==> src/rtl/regfile_32x64.sv <==
// 32 x 64-bit general-purpose register file: one synchronous write port, two combinational read ports.
// Optional REGFILE_ZERO_REG_EN: register 31 becomes a hardwired zero register (XZR).
module regfile_32x64 #(
    parameter int unsigned DATA_WIDTH = 64,
    parameter int unsigned ADDR_WIDTH = 5
) (
    input  logic                  clk,
    input  logic                  reset,
    input  logic [ADDR_WIDTH-1:0] rdAddrA,
    input  logic [ADDR_WIDTH-1:0] rdAddrB,
    output logic [DATA_WIDTH-1:0] rdDataA,
    output logic [DATA_WIDTH-1:0] rdDataB,
    input  logic [ADDR_WIDTH-1:0] wrAddr,
    input  logic [DATA_WIDTH-1:0] wrData,
    input  logic                  write
);

    localparam int unsigned NUM_REGS = 2 ** ADDR_WIDTH;

    logic [DATA_WIDTH-1:0] regs [NUM_REGS];
    logic                  wr_en_c;

`ifdef REGFILE_ZERO_REG_EN
    localparam logic [ADDR_WIDTH-1:0] ZERO_ADDR = '1;

    // Writes aimed at XZR are dropped so its storage stays zero.
    assign wr_en_c = write && (wrAddr != ZERO_ADDR);
`else
    assign wr_en_c = write;
`endif

    // Storage: async clear, no bypass between write and read paths.
    always_ff @(posedge clk or negedge reset) begin
        if (!reset) begin
            for (int i = 0; i < int'(NUM_REGS); i++) begin
                regs[i] <= '0;
            end
        end else if (wr_en_c) begin
            regs[wrAddr] <= wrData;
        end
    end

    // Zero-latency read ports.
    always_comb begin
        rdDataA = regs[rdAddrA];
        rdDataB = regs[rdAddrB];
`ifdef REGFILE_ZERO_REG_EN
        if (rdAddrA == ZERO_ADDR) rdDataA = '0;
        if (rdAddrB == ZERO_ADDR) rdDataB = '0;
`endif
    end

endmodule

==> config.mk <==
export PLATFORM = sky130hd
export DESIGN_NAME = regfile_32x64
export DESIGN_NICKNAME = d
export VERILOG_FILES = /design/src/rtl/regfile_32x64.sv
export SDC_FILE = /design/constraint.sdc
export NUM_CORES = 2
export LEC_CHECK = 0
export CAP_MARGIN = 10
export CORE_MARGIN = 1
export CORE_UTILIZATION = 53
export CTS_CLUSTER_DIAMETER = 120
export DETAILED_ROUTE_END_ITERATION = 10
export PLACE_DENSITY = 0.81
export REMOVE_ABC_BUFFERS = 1
export SLEW_MARGIN = 10
export SYNTH_ARGS = -nofsm -noshare
export SYNTH_HDL_FRONTEND = slang
export SYNTH_SLANG_ARGS = --single-unit
==> constraint.sdc <==
create_clock -name clk -period 5.4 [get_ports clk]
set_input_delay 1.08 -clock clk [delete_from_list [all_inputs] [get_ports clk]]
set_output_delay 1.08 -clock clk [all_outputs]
set_load 0.01 [all_outputs]
==> results.sh <==
export IMPL_endpoint_kind="primary output"
export IMPL_async_reset_ff_share_pct=100
export IMPL_fin_cells=9379
export IMPL_yosysTopAreaCellShare_pct=47.3
export IMPL_powerDensity_nw_per_um2=374
export IMPL_ys_warnings_count=0
export IMPL_hp_class="primary input to asynchronous set/reset pin"
export IMPL_fin_tns_setup_ns=0
export IMPL_critPathLaunchType="primary input"
export IMPL_drtIter0Drc=6838
export IMPL_start_util_pct=53.5
export IMPL_synth_top_family_by_area="multiplexers"
export IMPL_regMostFlops="regs"
export IMPL_relSlewSlack_pct=10.6
export IMPL_drc=0
export IMPL_row_count=165
export IMPL_synthFlopType="dfrtp_1"
export IMPL_clkTransAtPathRegs_ns=0.06
export IMPL_yosysTopAreaCell="dfrtp_1"
export IMPL_cts_sinks=2048
export IMPL_synth_compound_area_share_pct=1.04
export IMPL_setup_viol=0
export IMPL_crit_buf_inv=4
export IMPL_largest_reg_flops=2048
export IMPL_skew_ns=0
export IMPL_die_h_um=454
export IMPL_drv_cap=0
export IMPL_grt_setup_unrepaired="false"
export IMPL_ys_ff_latch=2048
export IMPL_grt_overflow_total=0
export IMPL_routabilityCongestion=0.845
export IMPL_critPathLaunch="rdAddrB[0]"
export IMPL_criticalPathCategory="primary input to primary output"
export IMPL_antenna_found_initial=21
export IMPL_cts_root_buffer="clkbuf_16"
export IMPL_cts_made_buffers=199
export IMPL_layout_min_cycle_time_ns=5.17
export IMPL_yosysSeqAreaShare_pct=47.3
export IMPL_cp_top_family="buffers and inverters"
export IMPL_syn_inst=6528
export IMPL_htree_levels=4
export IMPL_worstMarginPinSlew_ns=1.34
export IMPL_cts_hold_buf=0
export IMPL_drv_slew=0
export IMPL_arrival_ns=4.09
export IMPL_grt_pass1_vias=70400
export IMPL_post_route_period_util_pct=95.7
export IMPL_rrSetupSlack_ns=4.55
export IMPL_worst_ep_required_time_ns=4.32
export IMPL_synth_edff_count=0
export IMPL_antenna_left=0
export IMPL_via_per_inst=7.09
export IMPL_cp_depth=8
export IMPL_netlist_area_um2=108000
export IMPL_port_buffers=209
export IMPL_synth_xor_area_share_pct=0
export IMPL_io_pins=210
export IMPL_dp_cells=8993
export IMPL_routed_wl_um=318000
export IMPL_reg_largest_list="regs: 2048 flops"
export IMPL_wl_per_cell_um=33.9
export IMPL_cpPeakStageDelay_ns=0.70
export IMPL_syn2layout_area_growth_pct=12.3
export IMPL_synth_simple_gate_area_share_pct=0.481
export IMPL_grt_max_degree=138
export IMPL_cts_max_path_buffers=3
export IMPL_grt_util_all_layers_pct=31.3
export IMPL_syn_mean_instance_area_um2=16.6
export IMPL_clock_fmax_mhz=194
export IMPL_crit_fanout=20
export IMPL_final_hold_viol_count=0
export IMPL_status="complete, no violations"
export IMPL_insertion_delay_ns=0.85
export IMPL_nets=6604
export IMPL_leakage_nw=52.2
export IMPL_yosys_top_cells_area="dfrtp_1 (47%), mux4_2 (24%), mux2_2 (21%)"
export IMPL_grt_first_pass_wirelength_um=475000
export IMPL_worstPathCellList="buf_8, buf_12, buf_4, mux4_2, nand2_1, a32o_1, a221oi_1, clkdlybuf4s50_1"
export IMPL_ir_drop_uv=397
export IMPL_vias=66500
export IMPL_die_area_um2=206000
export IMPL_synth_mux_area_share_pct=48.3
export IMPL_synth_distinct_cells=38
export IMPL_core_area_um2=203000
export IMPL_drive_above_1_share_pct=57.0
export IMPL_ctsResizeCount=0
export IMPL_fillers=14100
export IMPL_hpwlAfterDp_um=185000
export IMPL_post_cts_buffers=0
export IMPL_synth_adder_area_share_pct=0
export IMPL_cp_slowest_cell="clkdlybuf4s50_1"
export IMPL_drtPass1Iterations=5
export IMPL_reg2reg_depth=1
export IMPL_r2r_start="regs[1497]"
export IMPL_die_x_um=454
export IMPL_cts_tree="done"
worst paths after layout:
kind | endpoint
min reg2reg | regs[226]
max reg2reg | regs[1497]
max | rdDataB[24]
min | regs[266]
min in group clk | regs[226]
max in group asynchronous | regs[929]
cell usage after synthesis (all sizes together) (2+ instances only):
cell / instances
dfrtp: 2048
mux2: 2203
nand2: 50
clkbuf: 454
nand2b: 3
mux4: 1154
a22o: 8
a221o: 10
mux2i: 145
and3: 4
o22ai: 41
nor3b: 5
nor2b: 7
nor2: 28
a21oi: 22
buf: 259
a211oi: 6
o31ai: 3
nand3b: 4
nor3: 2
o22a: 3
and2: 3
a221oi: 43
o21ai: 7
a32o: 7
nand3: 2
cell families after synthesis:
family | count (synthesis)
muxes | 3502
AOI/OAI and AO/OA | 152
and+or+nand+nor | 111
buffers and inverters | 715
DFF | 2048
placed cells by master, fill, tap and decap left out, types with 8 or more instances in the layout:
cell type,Yosys,routed
nor2_4,0,18
mux4_2,1154,1154
a221oi_1,43,43
o22ai_1,41,41
nor2_1,24,10
mux2_2,1983,1983
a21oi_1,22,22
mux2_1,220,220
nand2_1,50,33
buf_12,0,116
clkinv_2,0,38
nand2_4,0,16
mux2i_1,145,145
clkbuf_16,0,208
buf_4,43,181
clkbuf_1,454,46
dfrtp_1,2048,2048
clkdlybuf4s50_1,0,198
bufinv_16,0,21
a221o_1,10,10
a22o_1,8,8
diode_2,0,14
clkbuf_8,0,46
area by class of cell:
class | count | area [um^2] | area share (%)
Inverter | 2 | 10.0 | 0.00823
Clock inverter | 72 | 962 | 0.791
Multi-Input combinational cell | 3765 | 54200 | 44.5
Timing Repair Buffer | 506 | 5830 | 4.79
Sequential cell | 2048 | 51200 | 42.1
Tap cell | 2672 | 3340 | 2.75
Antenna cell | 14 | 35.0 | 0.0288
Clock buffer | 300 | 6010 | 4.94
routing by layer:
metal | routed length [um] | global-route usage (%) | vias to the layer above
met5 | 100 | 0 | -
met4 | 16300 | 14.5 | 14
met3 | 28200 | 6.79 | 819
met2 | 151000 | 48.8 | 3557
met1 | 122000 | 42.4 | 36400
li1 | - | - | 25700
power breakdown:
part	switching [W]	internal [W]	leakage (nW)
Sequential	0.00230	0.0184	26.2
Combinational	0.00363	0.00630	22.5
Clock	0.00617	0.00868	3.44
Total	0.0121	0.0333	52.2
through the flow:
stage          util [%]  hold WS, ns  total power [W]  setup slack (ns)  area [um^2]
3_5_place_dp       56.6        0.494           0.0307             0.194       115000
5_1_grt            60.0        0.282           0.0471             0.179       122000
4_1_cts            60.0        0.294           0.0454             0.206       122000
3_3_place_gp       56.6        0.481           0.0300             0.165       115000
6_report           60.0        0.239           0.0454             0.235       122000
2_1_floorplan         -        0.470           0.0267             0.620       105000
Power figures use the tool's default switching activity.
